==> config.mk <==
export PLATFORM = sky130hd
export DESIGN_NAME = accum
export DESIGN_NICKNAME = d
export VERILOG_FILES = /design/src/rtl/accum.sv
export SDC_FILE = /design/constraint.sdc
export NUM_CORES = 1
export LEC_CHECK = 0
export ABC_AREA = 1
export CORE_UTILIZATION = 55
export CTS_CLUSTER_DIAMETER = 150
export DETAILED_ROUTE_END_ITERATION = 12
export MAX_ROUTING_LAYER = met4
export PLACE_DENSITY = 0.73
export SYNTH_ARGS = -nofsm -noshare
export SYNTH_HDL_FRONTEND = slang
export SYNTH_SLANG_ARGS = --single-unit
==> constraint.sdc <==
create_clock -name clk -period 3.8 [get_ports clk]
set_input_delay 0.76 -clock clk [delete_from_list [all_inputs] [get_ports clk]]
set_output_delay 0.76 -clock clk [all_outputs]
set_load 0.05 [all_outputs]
==> src/rtl/accum.sv <==
// accum: streaming signed multiply-accumulate with floor rescale and saturation for the LSTM datapath
module accum #(
  parameter int DWIDTH   = 16,
  parameter int FRAC     = 8,
  parameter int LWIDTH   = 10,
  parameter int ACCWIDTH = 42
) (
  input  logic              clk,
  input  logic              xrst,
  input  logic              start,
  input  logic [LWIDTH-1:0] len,
  input  logic              in_valid,
  output logic              in_ready,
  input  logic [DWIDTH-1:0] in_x,
  input  logic [DWIDTH-1:0] in_w,
  output logic              out_valid,
  input  logic              out_ready,
  output logic [DWIDTH-1:0] out_sum,
  output logic              out_ovf,
  output logic              busy
);
  typedef enum logic [1:0] {IDLE, ACC, FLUSH, OUT} state_t;
  state_t                r_state;
  logic [LWIDTH-1:0]     r_len;
  logic [LWIDTH-1:0]     r_cnt;
  logic                  r_in_ready;
  logic                  r_out_valid;
  logic                  r_busy;
  logic [2*DWIDTH-1:0]   r_prod;
  logic                  r_pv;
  logic [ACCWIDTH-1:0]   r_acc;
  logic                  w_hs;
  logic [LWIDTH-1:0]     w_cnt_nxt;
  logic [2*DWIDTH-1:0]   w_x;
  logic [2*DWIDTH-1:0]   w_w;
  logic [2*DWIDTH-1:0]   w_prod;
  logic [ACCWIDTH-1:0]   w_prod_ext;
  logic [ACCWIDTH-1:0]   w_shift;
  logic                  w_fits;
  logic [DWIDTH-1:0]     w_sat;
  assign w_hs       = in_valid && r_in_ready;
  assign w_cnt_nxt  = r_cnt + 1'b1;
  // Operands sign-extended to full product width so the low 2*DWIDTH bits are the signed product.
  assign w_x        = {{DWIDTH{in_x[DWIDTH-1]}}, in_x};
  assign w_w        = {{DWIDTH{in_w[DWIDTH-1]}}, in_w};
  assign w_prod     = w_x * w_w;
  assign w_prod_ext = {{(ACCWIDTH-2*DWIDTH){r_prod[2*DWIDTH-1]}}, r_prod};
  assign w_shift    = $signed(r_acc) >>> FRAC;
  // The shifted sum fits when every bit above the result's sign bit matches it.
  assign w_fits     = (&w_shift[ACCWIDTH-1:DWIDTH-1]) | ~(|w_shift[ACCWIDTH-1:DWIDTH-1]);
  assign w_sat      = w_fits ? w_shift[DWIDTH-1:0]
                             : {w_shift[ACCWIDTH-1], {(DWIDTH-1){~w_shift[ACCWIDTH-1]}}};
  assign in_ready   = r_in_ready;
  assign out_valid  = r_out_valid;
  assign busy       = r_busy;
  assign out_sum    = r_out_valid ? w_sat : '0;
  assign out_ovf    = r_out_valid & ~w_fits;
  // Control FSM: term counting and registered handshake/status outputs.
  always_ff @(posedge clk or negedge xrst) begin
    if (!xrst) begin
      r_state     <= IDLE;
      r_len       <= '0;
      r_cnt       <= '0;
      r_in_ready  <= 1'b0;
      r_out_valid <= 1'b0;
      r_busy      <= 1'b0;
    end else begin
      case (r_state)
        IDLE: if (start) begin
          r_len       <= len;
          r_cnt       <= '0;
          r_busy      <= 1'b1;
          r_state     <= (len == '0) ? OUT : ACC;
          r_in_ready  <= (len != '0);
          r_out_valid <= (len == '0);
        end
        ACC: if (w_hs) begin
          r_cnt <= w_cnt_nxt;
          if (w_cnt_nxt == r_len) begin
            r_state    <= FLUSH;
            r_in_ready <= 1'b0;
          end
        end
        FLUSH: begin
          r_state     <= OUT;
          r_out_valid <= 1'b1;
        end
        OUT: if (out_ready) begin
          r_state     <= IDLE;
          r_out_valid <= 1'b0;
          r_busy      <= 1'b0;
        end
        default: r_state <= IDLE;
      endcase
    end
  end
  // Datapath: product register, then accumulate one cycle later; a honoured start clears the sum.
  always_ff @(posedge clk or negedge xrst) begin
    if (!xrst) begin
      r_prod <= '0;
      r_pv   <= 1'b0;
      r_acc  <= '0;
    end else begin
      r_pv <= w_hs;
      if (w_hs) r_prod <= w_prod;
      r_acc <= (r_state == IDLE && start) ? '0 : r_pv ? r_acc + w_prod_ext : r_acc;
    end
  end
endmodule

==> metrics.md <==
| Metric | Value |
|---|---|
| Synth Flop Type | `dfrtp_1` |
| Fin worst setup slack | `-1.74 ns` |
| Longest Clk Path Bufs | `2` |
| Cells after DPL | `between 3,000 and 4,000` |
| WL/cell | `17.6 µm` |
| Status | `finished with violations` |
| Final Util | `between 70% and 80%` |
| Initial antenna violation count | `0` |
| Finish-stage setup viols | `26` |
| Area Growth Syn to Fin | `32.4%` |
| CTS buffer count | `9` |
| Remaining Overflow, GRT | `0` |
| Tcrit/Tclk final | `146%` |
| Clk pin slew, worst setup/hold paths | `0.07 ns` |
| Pin count of the biggest net entering global routing | `55` |
| Buf/Inv on CP | `12` |
| WS Path Type | `input port to register` |
| CTS tree | `built` |
| Critical path's top delay family | `adder cells` |
| Number of global-route vias before repair | `18,400` |
| Slowest cell delay on critical path | `0.52 ns` |
| Post-synth design cell area | `between 15,000 and 20,000 µm²` |
| Skew final | `around 0.0094 ns` |
| Non-Filler Instances | `3,337` |
| Height of the die | `184 µm` |
| Inserted Diodes | `0` |
| Max cap viols | `0` |
| Site Rows | `66` |
| Final Max Tran Viols | `0` |
| Vias per cell | `5.39` |
| Worst hold-check path type | `input port to async pin` |
| RSZ-0062 raised after global routing | `true` |
| Synth area leader | `fa_1` |
| Chip width | `184 µm` |
| Total track usage | `37.0%` |
| Final hold violations | `0` |
| Nets | `3,329` |
| Syn_nets | `3,043` |
| Clk root buf | `clkbuf_16` |
| Fill cells | `2,453` |
| Final WL | `58,800 µm` |
| Detailed-placement wirelength estimate | `about 43,000 µm` |
| 1st-pass router iterations | `5` |
| Syn Area/Cell | `6.99 µm²` |
| H-tree levels | `3` |
| Total negative setup slack | `-38.01 ns` |
| Critical path capture point type | `register` |
| Yosys warns | `0` |
| Sequential element share of the synthesized area | `13.7%` |
| Mapped Cells | `2,604` |
| CP max FO | `6` |
| Final Wtd Congestion | `1.02` |
| First-pass GRT wire length | `93,400 µm` |
| Top Ports | `67` |
| Initial core utilization | `56.0%` |
| Routed Antenna Nets | `0` |
| Clock Latency Late Sink | `between 0.3 and 0.4 ns` |
| Synth top area share | `28.9%` |
| Synth cell types | `42` |
| Clock sink count | `100` |
| Critical path's slowest cell | `fa_1` |
| Synth area leaders | `fa_1, nand2_1, dfrtp_1` |
| Number of port buffers | `66` |
| Required @ worst endpoint | `around 4 ns` |
| CP Launch Type | `input port` |
| Failing checks | `setup timing` |
| CP arrival | `about 5.8 ns` |
| DR iter-0 viols | `1,574` |
| Ratio of cells with drive above 1 in the final layout | `25.0%` |
| Worst Hold Margin | `approximately 0.41 ns` |
| Fin crit period | `5.54 ns` |
| FF+latch count, synth | `100` |
| Via count | `18,000` |
| Core Area | `32,500 µm²` |
| Ys async rst share | `100%` |
| Slew HR | `55.3%` |
| Post-synth EDFFs | `0` |
| Worst-margin pin slew | `0.671 ns` |
| DRC Markers | `0` |
| Fmax | `roughly 180 MHz` |
| Worst path most repeated cell | `fa_1` |
| Die area | `33,900 µm²` |
## through the flow
| step | worst slack [ns] | cell area [µm²] |
|---|---|---|
| floorplan | -1.72 | 19400 |
| global placement | -2.46 | 21400 |
| detailed placement | -2.55 | 21400 |
| CTS | -1.66 | 23600 |
| global route | -1.90 | 24100 |
| finish | -1.74 | 24100 |
## repair_timing
action	4_1_cts	5_1_grt
hold buffers	0	0
setup endpoints to repair	30	27
gates resized for setup	451	133
hold endpoints to repair	0	0
pin swaps	193	146
gates cloned	14	0
buffers inserted	73	22
## layout by cell type (no fill, tap or decap), types with 13 or more instances in the layout
cell type / count
fa_2: 34
nand3_2: 17
ha_4: 26
nand2_4: 32
nand2_1: 707
dfrtp_1: 100
clkdlybuf4s50_1: 33
nor2_4: 24
nand3_1: 93
buf_6: 61
inv_1: 521
a21oi_4: 17
a21oi_1: 83
o21ai_0: 64
buf_12: 25
nand2_2: 57
fa_1: 229
buf_2: 13
nor2_2: 13
nand4_1: 31
o21ai_2: 15
ha_1: 98
buf_4: 195
inv_2: 79
o21bai_1: 13
nor2_1: 119
## kinds of logic (layout without fill, tap and decap cells)
logic type | Yosys count | count (layout) | share of synthesized area [%]
AND/OR/NAND/NOR | 1151 | 1151 | 25.7
flip-flops | 100 | 100 | 13.7
buffers and inverters | 693 | 984 | 14.4
AO/OA/AOI/OAI | 245 | 245 | 7.30
XOR/XNOR | 23 | 23 | 1.11
adder cells (fa/ha/maj) | 392 | 392 | 37.8
## synth_stat cells, types with 5 or more instances
| cell type | instances |
|---|---|
| a31oi_1 | 6 |
| dfrtp_1 | 100 |
| nand2_2 | 5 |
| a21oi_1 | 110 |
| nand4_1 | 31 |
| nand2_1 | 798 |
| nand3_1 | 113 |
| inv_1 | 614 |
| o22ai_1 | 8 |
| nor3_1 | 17 |
| buf_2 | 8 |
| ha_1 | 129 |
| clkbuf_1 | 64 |
| o21ai_0 | 86 |
| xor2_1 | 12 |
| or2_2 | 12 |
| nand3b_1 | 7 |
| fa_1 | 263 |
| nor4_1 | 6 |
| o21bai_1 | 16 |
| xnor2_1 | 11 |
| nor2_1 | 152 |
## sequential cells by signal (all words and copies together), names as in the netlist
name and count:
r_acc 42, r_prod 32, r_cnt 10, r_len 10, r_state 2, busy 1, in_ready 1, out_valid 1
r_pv 1
## final cells by class
| type | instances | area, µm² | area share [%] |
|---|---|---|---|
| timing repair buffer | 351 | 3520 | 14.6 |
| clock inverter | 4 | 55.1 | 0.228 |
| multi-input combinational | 1811 | 14900 | 61.6 |
| sequential | 100 | 2500 | 10.4 |
| tap | 442 | 553 | 2.29 |
| clock buffer | 12 | 256 | 1.06 |
| inverter | 617 | 2370 | 9.82 |
## worst paths after layout
kind / start / endpoint / slack, ns / depth (start not counted)
setup / recovery: in_x[15] / r_prod[22] / -1.74 / 27
hold / removal: xrst / r_acc[8] / 0.41 / 1
setup reg to reg: r_acc[0] / r_acc[32] / 0.97 / 15
hold reg to reg: r_prod[22] / r_prod[22] / 0.49 / 2
max in group asynchronous: xrst / r_acc[29] / 2.67 / 2
min in group clk: r_prod[22] / r_prod[22] / 0.49 / 2
## metal layers
layer | up-vias | wire (µm) | part of all wire (%) | global-route usage, %
li1 | 8387 | - | - | -
met1 | 8754 | 24100 | 41 | 47.3
met2 | 682 | 28100 | 48 | 60.0
met3 | 160 | 4740 | 8.1 | 7.15
met4 | 0 | 1810 | 3.1 | 9.93
met5 | - | 0 | 0 | -
Power is left out: the tool's default activity adds up to more than one toggle a clock period on the data nets, which glitch-free logic cannot reach.
==> patch 1 (same settings) <==
`LWIDTH`: 10 -> 20.
--- a/src/rtl/accum.sv
+++ b/src/rtl/accum.sv
@@ -2,7 +2,7 @@
 module accum #(
   parameter int DWIDTH   = 16,
   parameter int FRAC     = 8,
-  parameter int LWIDTH   = 10,
+  parameter int LWIDTH   = 20,
   parameter int ACCWIDTH = 42
 ) (
   input  logic              clk,
Interface: changed (resized len); port bits go from 67 to 77. No check against the original RTL was run, so the function may have changed too.
==> patch 1 against the unedited design <==
- the flow still finishes with violations (negative setup slack)
- hold slack got worse by 0.047 ns
- routed wire length rose by 6.9%
- worst setup slack got worse by 0.22 ns
- clock skew rose by 0.0021 ns
- synthesized area rose by 3.0%
- cell area rose by 3.0%
- critical path depth fell by 2
- sequential cell count rose by 20
- synthesized cell count fell by 1.2%
- register-to-register slack got worse by 0.31 ns
- critical endpoint is now r_prod[29]
- largest cell class unchanged
Power is not shown: default switching activity piles up to over one toggle a cycle in this logic, so the estimate is an artifact.
==> patch 1: results (changes against the unedited design) <==
\begin{tabular}{lr}
\hline
Metric & Value \\
\hline
\multicolumn{2}{l}{\textbf{Yosys}} \\
\quad Biggest area contributors in the synthesized netlist & fa\_1, dfrtp\_1, nand2\_1 \\
\quad Synth cell count leaders & nand2\_1, inv\_1, fa\_1, nor2\_1, o21ai\_0 \\
\quad Synthesized Nets & 3022 (-0.69\%) \\
\quad Part of the Yosys area used for sequential elements & 16.0\% (+2.3 points) \\
\multicolumn{2}{l}{\textbf{Global route}} \\
\quad Vias in the first global route & 19533 (+6.2\%) \\
\quad GR met2 Demand/Resource & 61.2\% (+1.2 points) \\
\quad Largest net degree at the start of global routing & 56 (+1.8\%) \\
\quad Global-route wire length before repair & 96.4 mm (+3.2\%) \\
\quad M1 GR Usage & 41.0\% (-6.3 points) \\
\quad Global Route Usage Sum & 35.8\% (-1.2 points) \\
\multicolumn{2}{l}{\textbf{Final layout}} \\
\quad Fraction of layout cells with a size suffix above 1 & 25.3\% (+0.35 points) \\
\quad Total Nets Final & 3340 (+0.33\%) \\
\multicolumn{2}{l}{\textbf{Detailed routing}} \\
\quad Number of detailed-route iterations in the first pass & 6 (+1) \\
\quad WL per Instance & 18.8 µm (+6.5\%) \\
\multicolumn{2}{l}{\textbf{Outcome}} \\
\quad Violations in the final reports & negative setup slack \\
\quad Status & finished with violations \\
\multicolumn{2}{l}{\textbf{Placement}} \\
\quad Count of buffers inserted at the top-level ports & 76 (+15\%) \\
\quad Area of placed instances & 22000 µm² (+2.9\%) \\
\multicolumn{2}{l}{\textbf{STA}} \\
\quad Number of failing setup endpoints in the final timing report & 26 (unchanged) \\
\quad Max-slew headroom & 39.3\% (-16 points) \\
\quad Setup WS post-layout & -1.96 ns (-0.222 ns) \\
\quad Worst Clk Skew & 0.0115 ns (+0.00212 ns) \\
\multicolumn{2}{l}{\textbf{Setup path}} \\
\quad Highest net fanout along the worst path & 7 (+1) \\
\quad Critical path data arrival time & 6.07 ns (+0.27 ns) \\
\multicolumn{2}{l}{\textbf{Clock tree}} \\
\quad Register clock-pin slew on the reported worst setup and hold paths & 0.05 ns (-0.02 ns) \\
\quad Cts bufs inserted & 17 (+8) \\
\hline
\end{tabular}
-- patch 1: cell count changes after synthesis, sizes merged, moves of 14 or more --
cell / before / now
o21ai: 93 / 140
nor2: 156 / 191
nand3: 113 / 62
inv: 615 / 575
dfrtp: 100 / 120
nand2: 804 / 700
clkbuf: 64 / 79
a21o: 1 / 15
-- patch 1: routing by layer --
layer  wire length [µm]  share of wire (%)
met5                  0                  0
met4               4200                6.7
met3               4540                7.2
met2              30800                 49
met1              23400                 37
-- patch 1: kinds of logic (layout without fill, tap and decap cells) --
| family | count (synthesis) | count (layout) | synth area share (%) |
|---|---|---|---|
| xor gates and xnor gates | 39 | 39 | 2.01 |
| adders and majority gates | 392 | 392 | 36.7 |
| DFF | 120 | 120 | 16.0 |
| AOI/OAI and AO/OA | 331 | 331 | 9.88 |
| buffers and inverters | 657 | 986 | 13.1 |
| and+or+nand+nor | 1034 | 1034 | 22.3 |
-- patch 1: final timing paths --
kind                             from         end  slack (ns)  cells past startpoint
min in group clk           r_prod[28]  r_prod[28]        0.49                      2
min reg2reg                r_prod[28]  r_prod[28]        0.49                      2
max                          in_w[10]  r_prod[29]       -1.96                     25
max reg2reg                 r_prod[0]   r_acc[32]        0.66                     16
min                              xrst   r_len[15]        0.36                      1
max in group asynchronous        xrst   r_acc[28]        2.70                      2
-- patch 1: stage by stage --
stage	instances	hold WS [ns]	setup WS [ns]	TNS, ns
floorplan	2573	0.455	-1.81	-36.73
global placement	3203	0.472	-2.50	-58.12
detailed placement	3203	0.481	-2.60	-60.01
CTS	3334	0.380	-1.83	-37.87
global route	3350	0.407	-2.05	-43.98
finish	3350	0.361	-1.96	-40.31
-- patch 1: critical path, cell delays in order --
cell,delay [ns]
buf_2,0.10
buf_12,0.13
buf_4,0.12
nand2_1,0.10
fa_1,0.60
inv_1,0.08
fa_1,0.47
fa_1,0.61
fa_1,0.44
fa_1,0.51
inv_2,0.04
fa_1,0.48
inv_2,0.05
ha_4,0.29
nand2_4,0.06
nor2_4,0.13
nor3b_4,0.20
nand4_1,0.24
nand3_4,0.17
a21o_1,0.19
nand2_2,0.08
nand2_1,0.06
nand2_1,0.05
nand3_1,0.06
nand2_1,0.05
-- patch 1: final cells by class --
| class | count | area, µm² |
|---|---|---|
| timing repair buffer | 380 | 3740 |
| fill | 2309 | 8690 |
| multi-input combinational | 1796 | 14800 |
| tap | 448 | 561 |
| clock buffer | 24 | 502 |
| sequential | 120 | 3000 |
| inverter | 576 | 2180 |
| clock inverter | 6 | 66.3 |
-- patch 1: timing repair --
action,4_1_cts,5_1_grt
setup buffers,94,25
pin swaps,219,158
endpoints found under the setup margin,27,27
hold endpoints to repair,0,0
cloned,10,0
resized for setup,399,145
==> patch 2 (same flow settings) <==
Made on the original files. Encoding of `state_t`: now one-hot (4 bits for 4 states).
--- a/src/rtl/accum.sv
+++ b/src/rtl/accum.sv
@@ -19,7 +19,7 @@
   output logic              out_ovf,
   output logic              busy
 );
-  typedef enum logic [1:0] {IDLE, ACC, FLUSH, OUT} state_t;
+  typedef enum logic [3:0] {IDLE = 4'b0001, ACC = 4'b0010, FLUSH = 4'b0100, OUT = 4'b1000} state_t;
   state_t                r_state;
   logic [LWIDTH-1:0]     r_len;
   logic [LWIDTH-1:0]     r_cnt;
Check against the original RTL: no difference found for any inputs over 4 cycles, from zero or initial values and one cycle with xrst low; so few cycles prove little.
==> patch 2 against the unedited design <==
- the flow still finishes with violations (negative setup slack)
- cell area up 0.12%
- highest routed layer unchanged
- cell count down 2.0%
- sequential cell count up 2
- synthesized area down 1.1%
- count of clock-buffer cells in the layout down 2
- sequential share of layout area up 0.20 points
- worst setup slack worse by 0.15 ns
- routed wire length up 5.7%
Power is not shown: default switching activity piles up to over one toggle a cycle in this logic, so the estimate is an artifact.
==> patch 2: results (changes against the unedited design) <==
\begin{tabular}{lr}
\hline
Metric & Value \\
\hline
\multicolumn{2}{l}{\textbf{Setup path}} \\
\quad Termination of the worst setup path & r\_prod[31] \\
\quad Startpoint of the most critical setup path & in\_w[12] \\
\quad Reg-to-reg critical path startpoint & r\_prod[0] \\
\quad Worst r2r dst & r\_acc[26] \\
\quad Highest net fanout along the worst path & 7 (+1) \\
\multicolumn{2}{l}{\textbf{Detailed routing}} \\
\quad Count of vias placed by the detailed router & 18069 (+0.48\%) \\
\quad Number of detailed-route iterations in the first pass & 6 (+1) \\
\quad WL per Instance & 19.0 µm (+7.9\%) \\
\multicolumn{2}{l}{\textbf{Global route}} \\
\quad M1 GR Usage & 49.1\% (+1.8 points) \\
\quad Largest net degree at the start of global routing & 63 (+15\%) \\
\quad Global Route Usage Sum & 37.9\% (+0.91 points) \\
\quad GR met2 Demand/Resource & 60.5\% (+0.47 points) \\
\multicolumn{2}{l}{\textbf{Final layout}} \\
\quad Multi-input gate share of the layout cell area & 61.0\% (-0.63 points) \\
\quad Inverters & 581 (-5.8\%) \\
\quad Share of final layout cell area taken by clock buffers and inverters & 1.31\% (+0.014 points) \\
\quad Count of plain and timing-repair buffers & 374 (+6.6\%) \\
\quad Signal buffers share of area & 15.7\% (+1.1 points) \\
\quad Fill cells & 2240 (-8.7\%) \\
\quad Register share of the cell area & 10.6\% (+0.20 points) \\
\quad Total Nets Final & 3261 (-2.0\%) \\
\quad Fraction of layout cells with a size suffix above 1 & 27.2\% (+2.3 points) \\
\quad Total number of sequential cells & 102 (+2.0\%) \\
\multicolumn{2}{l}{\textbf{Placement}} \\
\quad Area of placed instances & 21300 µm² (-0.34\%) \\
\quad Half-perimeter wire length after placement & 44.0 mm (+2.2\%) \\
\quad Placed Cells & 3130 (-2.7\%) \\
\multicolumn{2}{l}{\textbf{Clock tree}} \\
\quad Number of gates resized after CTS & 391 (-13\%) \\
\quad Setup bufs post-CTS & 85 (+16\%) \\
\multicolumn{2}{l}{\textbf{STA}} \\
\quad Max-slew headroom & 43.9\% (-11 points) \\
\quad Number of failing setup endpoints in the final timing report & 26 (unchanged) \\
\quad Setup WS post-layout & -1.89 ns (-0.155 ns) \\
\multicolumn{2}{l}{\textbf{Outcome}} \\
\quad Status & finished with violations \\
\quad Violations in the final reports & negative setup slack \\
\multicolumn{2}{l}{\textbf{Yosys}} \\
\quad Part of the Yosys area used for sequential elements & 14.2\% (+0.44 points) \\
\quad Synth cell count leaders & nand2\_1, inv\_1, fa\_1, nor2\_1, ha\_1 \\
\quad Biggest area contributors in the synthesized netlist & fa\_1, nand2\_1, dfrtp\_1 \\
\multicolumn{2}{l}{\textbf{Die}} \\
\quad Die width & 183 µm (-0.56\%) \\
\hline
\end{tabular}
==> patch 2: changes by cell type in the layout (fill, tap and decap cells not counted), moves of 10 or more <==
cell / before / now
nand2_1: 707 / 625
inv_1: 521 / 467
nor2_1: 119 / 145
buf_6: 61 / 86
inv_2: 79 / 102
o21ai_1: 12 / 26
nand3_1: 93 / 80
nand4_1: 31 / 43
dlymetal6s2s_1: 0 / 11
clkdlybuf4s50_1: 33 / 23
==> patch 2: cells by family after synthesis <==
kind of cell               count (synthesis)  share of synthesized area, %
buffers and inverters                    659                          13.9
muxes                                      4                         0.250
DFF                                      102                          14.2
xor gates and xnor gates                  23                          1.20
AOI/OAI and AO/OA                        258                          7.85
adders and majority gates                387                          37.8
and+or+nand+nor                         1087                          24.8
==> patch 2: layer usage <==
layer  up-vias  part of all wire (%)
met5         -                     0
met4         0                   3.9
met3       244                   8.7
met2       834                    47
met1      8775                    41
li1       8216                     -
